--- src/rtl/rr_mux_arb_stage_if.sv ---
// Handshake bundle between requesters, the mux tree, and the arbiter output slot.
// The arbiter drives the master side; the requester/tree/downstream model drives the slave side.
interface rr_mux_arb_stage_if #(
  parameter int N     = 4,
  parameter int WIDTH = 8
);
  localparam int SEL_W = $clog2(N);

  logic [N-1:0]       req_valid;
  logic [N-1:0]       req_ready;
  logic [SEL_W-1:0]   sel;
  logic [WIDTH-1:0]   mux_data;
  logic               out_valid;
  logic [WIDTH-1:0]   out_data;
  logic               out_ready;

  modport master (
    input  req_valid, mux_data, out_ready,
    output req_ready, sel, out_valid, out_data
  );

  modport slave (
    output req_valid, mux_data, out_ready,
    input  req_ready, sel, out_valid, out_data
  );
endinterface

--- src/rtl/rr_mux_arb_stage.sv ---
// Round-robin arbiter that steers a mux tree via a binary select and
// registers the selected lane into a one-entry valid/ready output slot.
module rr_mux_arb_stage #(
  parameter int N     = 4,
  parameter int WIDTH = 8
) (
  input  logic                clk,
  input  logic                reset,
  rr_mux_arb_stage_if.master  bus
);
  localparam int SEL_W = $clog2(N);

  typedef struct packed {
    logic             vld;
    logic [WIDTH-1:0] data;
  } slot_t;

  logic [SEL_W-1:0] ptr;
  logic [SEL_W-1:0] last_sel;
  slot_t            slot_q;

  logic [N-1:0]     win;
  logic [SEL_W-1:0] win_idx;
  logic             any_req;
  logic             can_accept;
  logic             accept;

  assign any_req    = |bus.req_valid;
  assign can_accept = ~slot_q.vld | bus.out_ready;
  assign accept     = any_req & can_accept;

  // Each lane wins if it is valid and no valid lane sits closer to ptr in
  // circular order; distance wraps naturally because N is a power of two.
  for (genvar g = 0; g < N; g++) begin : g_lane
    localparam logic [SEL_W-1:0] IDX = SEL_W'(g);
    logic [SEL_W-1:0] dist_me;
    logic             blocked;

    assign dist_me = IDX - ptr;

    always_comb begin
      blocked = 1'b0;
      for (int j = 0; j < N; j++) begin
        if (bus.req_valid[j] && (SEL_W'(j) - ptr) < dist_me)
          blocked = 1'b1;
      end
    end

    assign win[g] = bus.req_valid[g] & ~blocked;
  end

  always_comb begin
    win_idx = '0;
    for (int i = 0; i < N; i++) begin
      if (win[i])
        win_idx = SEL_W'(i);
    end
  end

  // Outputs are forced quiet while reset is held so no grant leaks out.
  always_comb begin
    bus.sel       = '0;
    bus.req_ready = '0;
    if (!reset) begin
      bus.sel       = any_req ? win_idx : last_sel;
      bus.req_ready = accept ? win : '0;
    end
  end

  assign bus.out_valid = slot_q.vld;
  assign bus.out_data  = slot_q.data;

  always_ff @(posedge clk or posedge reset) begin
    if (reset) begin
      ptr      <= '0;
      last_sel <= '0;
      slot_q   <= '0;
    end else if (accept) begin
      slot_q.vld  <= 1'b1;
      slot_q.data <= bus.mux_data;
      ptr         <= win_idx + SEL_W'(1);
      last_sel    <= win_idx;
    end else if (slot_q.vld && bus.out_ready) begin
      slot_q.vld  <= 1'b0;
    end
  end
endmodule

--- src/flat_wrapper.sv ---
// flat-port wrapper written by rule: the top's interface ports become plain ports
module rr_mux_arb_stage_flat 
#(
  parameter int N     = 4,
  parameter int WIDTH = 8
)
  (clk, reset, bus_req_valid, bus_mux_data, bus_out_ready, bus_req_ready, bus_sel, bus_out_valid, bus_out_data);
  rr_mux_arb_stage_if #(.N(N), .WIDTH(WIDTH)) bus_i ();
  input  logic clk;
  input  logic reset;
  input wire logic [$bits(bus_i.req_valid)-1:0] bus_req_valid;
  input wire logic [$bits(bus_i.mux_data)-1:0] bus_mux_data;
  input wire logic [$bits(bus_i.out_ready)-1:0] bus_out_ready;
  output wire logic [$bits(bus_i.req_ready)-1:0] bus_req_ready;
  output wire logic [$bits(bus_i.sel)-1:0] bus_sel;
  output wire logic [$bits(bus_i.out_valid)-1:0] bus_out_valid;
  output wire logic [$bits(bus_i.out_data)-1:0] bus_out_data;
  assign bus_i.req_valid = bus_req_valid;
  assign bus_i.mux_data = bus_mux_data;
  assign bus_i.out_ready = bus_out_ready;
  assign bus_req_ready = bus_i.req_ready;
  assign bus_sel = bus_i.sel;
  assign bus_out_valid = bus_i.out_valid;
  assign bus_out_data = bus_i.out_data;
  rr_mux_arb_stage #(.N(N), .WIDTH(WIDTH)) u_core (.clk(clk), .reset(reset), .bus(bus_i));
endmodule
--- config.mk ---
export PLATFORM = sky130hd
export DESIGN_NAME = rr_mux_arb_stage_flat
export DESIGN_NICKNAME = d
export VERILOG_FILES = /design/src/rtl/rr_mux_arb_stage_if.sv /design/src/rtl/rr_mux_arb_stage.sv /design/src/flat_wrapper.sv
export SDC_FILE = /design/constraint.sdc
export NUM_CORES = 1
export LEC_CHECK = 0
export ABC_AREA = 1
export CAP_MARGIN = 10
export CELL_PAD_IN_SITES_DETAIL_PLACEMENT = 1
export CELL_PAD_IN_SITES_GLOBAL_PLACEMENT = 1
export CORE_ASPECT_RATIO = 1.4
export CORE_UTILIZATION = 41
export DETAILED_ROUTE_END_ITERATION = 6
export DONT_BUFFER_PORTS = 1
export PLACE_DENSITY_LB_ADDON = 0.12
export SYNTH_ARGS = -nofsm -noshare
export SYNTH_HDL_FRONTEND = slang
export SYNTH_SLANG_ARGS = --single-unit
--- constraint.sdc ---
create_clock -name clk -period 1.6 [get_ports clk]
set_clock_uncertainty 0.05 [all_clocks]
set_input_delay 0.32 -clock clk [delete_from_list [all_inputs] [get_ports clk]]
set_output_delay 0.32 -clock clk [all_outputs]
set_load 0.03 [all_outputs]
=== Word-level counts from Yosys, hierarchy flattened ===
Cells that the tools add are included.

* Add/subtract/negate cells: 5
* Order comparisons: 16
* Multiplexer cells: 25
* Bitwise logic cells: 11
* Reductions and logical operators: 19

{| class="wikitable"
|+ Operators by type and width
! operator !! number
|-
| < comparator 2 bit || 16
|-
| two-way mux 1 bit || 19
|-
| logical AND 1 bit || 17
|-
| two-way mux 2 bit || 4
|-
| two-way mux 4 bit || 2
|-
| bitwise AND 1 bit || 5
|-
| inverter 1 bit || 5
|-
| OR reduction 4 bit || 1
|-
| subtractor 1 x 2 -> 2 bit, first input constant || 2
|-
| subtractor 2 bit, first input constant || 2
|-
| adder 2 x 1 -> 2 bit, second input constant || 1
|-
| nonzero test 2 bit || 1
|-
| bitwise OR 1 bit || 1
|}

* Bits in registers: 13
* Bits of input ports: 15
* Output and inout port bits: 15
* Logic and storage cells: 80

=== Depth between registers and ports, before layout ===
* Depth after elaboration: 14
* Depth in mapped cells: 10
* Mapped depth without buffers: 10

=== Worst setup path before layout ===
OpenSTA, ideal clock, no wires.

* Kind: register to output
* Start point: register u_core.ptr[1]
* End point: output bus_req_ready[0]
* Data arrival time: 1557 ps
* Data required time: 1230 ps
* Setup slack: -327 ps
* Stages on the path, launching flop included: 6
* Buffers on the path: 0
* Path through: dfrtp_1 > inv_1 > ha_1 > inv_1 > o22ai_1 > nor3_1

* Cells in the longest elaborated chain, start to end: 11
* Elaborated cells between the ends (all ways): 20
* Classes of those cells: 4 x add/sub; 4 x order compare; 6 x mux; 2 x bitwise; 4 x reduce/logical

{| class="wikitable"
|+ Ends and longest elaborated chain
! element !! line !! RTL
|-
| from (decl) || rr_mux_arb_stage.sv:18 || <nowiki>logic [SEL_W-1:0] ptr;</nowiki>
|-
| from (signal assigned) || rr_mux_arb_stage.sv:81 || <nowiki>ptr <= win_idx + SEL_W'(1);</nowiki>
|-
| subtractor 1 x 2 -> 2 bit || rr_mux_arb_stage.sv:39, rr_mux_arb_stage.sv:44 ||
|-
| < comparator 2 bit || rr_mux_arb_stage.sv:44 || <nowiki>if (bus.req_valid[j] && (SEL_W'(j) - ptr) < dist_me)</nowiki>
|-
| logical AND 1 bit || rr_mux_arb_stage.sv:44 ||
|-
| two-way mux 1 bit (3 in a row) || rr_mux_arb_stage.sv:44 ||
|-
| two-way mux 1 bit (*) || rr_mux_arb_stage.sv:44 ||
|-
| inverter 1 bit (*) || rr_mux_arb_stage.sv:49 || <nowiki>assign win[g] = bus.req_valid[g] & ~blocked;</nowiki>
|-
| bitwise AND 1 bit (*) || rr_mux_arb_stage.sv:49 ||
|-
| two-way mux 4 bit (*) || rr_mux_arb_stage.sv:66 || <nowiki>bus.req_ready = accept ? win : '0;</nowiki>
|-
| two-way mux 4 bit (*) || rr_mux_arb_stage.sv:64 || <nowiki>if (!reset) begin</nowiki>
|-
| to (decl) || flat_wrapper.sv:14 || <nowiki>output wire logic [$bits(bus_i.req_ready)-1:0] bus_req_ready;</nowiki>
|}

Mark *: on every way between the ends. The rest lies on a longest branch, timed or not.

=== Worst setup path in the final report ===
* Start point: register u_core.ptr[1]
* End point: output bus_req_ready[2]

* Cells in the longest elaborated chain, start to end: 11
* Elaborated cells between the ends (all ways): 20
* Classes of those cells: 4 x add/sub; 4 x order compare; 6 x mux; 2 x bitwise; 4 x reduce/logical

{| class="wikitable"
|+ Ends and longest elaborated chain
! element !! line
|-
| subtractor 1 x 2 -> 2 bit / subtractor 2 bit (equally long branches) || rr_mux_arb_stage.sv:44, rr_mux_arb_stage.sv:39
|-
| < comparator 2 bit || rr_mux_arb_stage.sv:44
|-
| logical AND 1 bit || rr_mux_arb_stage.sv:44
|-
| two-way mux 1 bit (3 in a row) || rr_mux_arb_stage.sv:44
|-
| two-way mux 1 bit (*) || rr_mux_arb_stage.sv:44
|-
| inverter 1 bit (*) || rr_mux_arb_stage.sv:49
|-
| bitwise AND 1 bit (*) || rr_mux_arb_stage.sv:49
|-
| two-way mux 4 bit (*) || rr_mux_arb_stage.sv:66
|-
| two-way mux 4 bit (*) || rr_mux_arb_stage.sv:64
|}

Marks and branches as above.

==> impl_metrics.json <==
{
  "cpPeakStageDelay_ps": 420,
  "grt_overflow": 0,
  "start_kind": "flip-flop",
  "internal_power_w": 0.000700,
  "dp_hpwl_um": 1500,
  "ir_worst_vdd_mv": 0.641,
  "die_h_um": 53.1,
  "synth_fp_nets": 125,
  "setup_viol": 6,
  "core_mm2": 0.00176,
  "rsz0062_at_grt": "true",
  "maxCapViolCount": 0,
  "rows": 18,
  "arrival_ps": 1590,
  "diodes": 0,
  "syn_to_final_growth_pct": 36.4,
  "ios": 30,
  "power_switching_w": 0.000483,
  "cp_top_family": "flip-flops",
  "grt_max_degree": 15,
  "start_util": 0.436,
  "critPathBufInv": 4,
  "hold_viol": 0,
  "combPwrFrac": 0.432,
  "crit_chain": "inv_2 -> ha_4 -> inv_2 -> nand2_1 -> nand2_1 -> inv_1 -> nand2_2 -> nor2_2 -> buf_6",
  "drt-initial-drc-count": 4,
  "fin_cells": 149,
  "max_freq_mhz": 511,
  "drc": 0,
  "worstSkewPairLatency_ps": 260,
  "io_buffers": 0,
  "grt_pass1_vias": 775,
  "violations": "setup timing",
  "syn_inst": 106,
  "finalCriticalPeriod_ps": 1960,
  "cts_tree": "yes",
  "outcome": "finished with violations",
  "clock_sinks": 13,
  "crit_type": "flip-flop to output port",
  "syn_area_um2": 766,
  "grt_first_pass_wirelength_um": 3250,
  "setup_slack_ps": -356,
  "drv_slew": 0,
  "yosysSeqAreaShare": 0.425,
  "htree_levels": 1,
  "syn_avg_cell_area_um2": 7.22,
  "power_frac_clock": 0.161,
  "fin_crit_sh": 1.22,
  "leakage_nw": 0.573,
  "worstPathMaxFanout": 4,
  "die-area_mm2": 0.00205,
  "post_drt_via_cell_ratio": 5.01,
  "firstDrtPassIters": 2,
  "cts-buffers-inserted": 3,
  "ant_nets": 0,
  "seqPwrFrac": 0.408,
  "vias": 746,
  "final_nets": 149,
  "wl_per_cell_um": 14.7,
  "required_ps": 1230,
  "powerDensity_mw_per_mm2": 1130,
  "whs_ps": 53.9,
  "relSlewSlack": 0.791,
  "tightestPinTransition_ps": 314,
  "final_common_cell": "nand2_1",
  "wirelength_um": 2190,
  "dp.cells": 137,
  "clkTransAtPathRegs_ps": 80,
  "antenna_found_initial": 0,
  "die_x_um": 38.5,
  "cp-end-kind": "output port",
  "cts_buffer_depth": 2,
  "hold_class": "primary input to asynchronous set/reset pin",
  "grt.total_usage": 0.228,
  "critPathSlowestCell": "dfrtp_1",
  "layout_common_cells": "nand2_1, buf_4, dfrtp_1, inv_1, nand2_2",
  "place.gp.congestion": 0.766,
  "drive_gt1_frac": 0.403,
  "swShare": 0.408,
  "root_buffer": "clkbuf_4",
  "yosysWarnings": 0,
  "synth_seq_cells": 13,
  "ys_types": 18
}
[layout make-up]
class                           count  area, um2
Clock buffer                        4       26.3
Fill cell                         217        712
Inverter                           16       65.1
Multi-Input combinational cell     75        432
Sequential cell                    13        325
Tap cell                           20       25.0
Timing Repair Buffer               21        171
[worst paths after layout]
check	end	from	slack, ps	cells after the start
min reg2reg	u_core.last_sel[0]$_DFFE_PP0N_	u_core.last_sel[0]$_DFFE_PP0N_	470	2
min	u_core.ptr[1]$_DFFE_PP0N_	reset	50	2
min in group clk	u_core.bus.out_data[6]$_DFFE_PP0N_	bus_mux_data[6]	110	2
max reg2reg	u_core.last_sel[0]$_DFFE_PP0N_	u_core.ptr[1]$_DFFE_PP0N_	40	10
max in group asynchronous	u_core.last_sel[1]$_DFFE_PP0N_	reset	920	2
max	bus_req_ready[2]	u_core.ptr[1]$_DFFE_PP0N_	-360	9
[logic make-up (layout without fill, tap and decap cells)]
group	Yosys count	after routing	synth area share
and+or+nand+nor	66	66	0.361
AOI/OAI and AO/OA	5	5	0.0376
adders and majority gates	4	4	0.0654
DFF	13	13	0.425
buffers and inverters	18	41	0.111
[metrics by stage]
| step | area, um2 | util | worst slack (ps) | setup TNS [ps] | total power (W) |
|---|---|---|---|---|---|
| floorplan | 788 | - | -64.2 | -114 | 0.000737 |
| CTS | 1020 | 0.583 | -320 | -1700 | 0.00115 |
| global placement | 888 | 0.506 | -46.4 | -143 | 0.000834 |
| detailed placement | 888 | 0.506 | -108 | -435 | 0.000856 |
| global route | 1040 | 0.595 | -448 | -2430 | 0.00125 |
| finish | 1040 | 0.595 | -356 | -1820 | 0.00118 |
[timing repair]
item,in CTS,in global routing
setup buffers,7,1
hold buffers,1,0
hold endpoints to repair,1,0
setup endpoints to repair,6,10
resized for setup,13,8
cloned,0,0
pin swaps,8,6
[layer usage]
layer,GRT usage,vias up,wire [um]
met1,0.252,365,852
met4,0.0690,0,12
met5,0,-,0
li1,-,361,-
met3,0.0168,2,60
met2,0.436,18,1260
[sequential cells by signal (all words and copies together) (netlist names)]
signal / flops
u_core.last_sel: 2
u_core.bus.out_valid: 1
u_core.bus.out_data: 8
u_core.ptr: 2
[cells in the mapped netlist]
cell,n,share of area
a21oi_1,2,0.013
nand2_1,51,0.25
nand2_2,1,0.0082
buf_6,2,0.029
inv_4,1,0.0082
dfrtp_1,13,0.42
ha_1,4,0.065
o211ai_1,1,0.0098
nor2_4,1,0.015
nand2_4,1,0.015
nor2_2,1,0.0082
nand4_1,1,0.0082
nand3_1,4,0.026
o22ai_1,1,0.0082
o21ai_1,1,0.0065
nor2_1,5,0.025
inv_1,15,0.074
nor3_1,1,0.0065
[power by group through the flow]
stage               Clock [W]  Sequential (W)  Combinational (W)
finish               0.000190        0.000482           0.000510
global route         0.000206        0.000490           0.000559
CTS                  0.000196        0.000480           0.000479
detailed placement          0        0.000489           0.000368
global placement            0        0.000485           0.000349
floorplan                   0        0.000483           0.000254
Note: power is estimated with default switching activity, not from simulation.
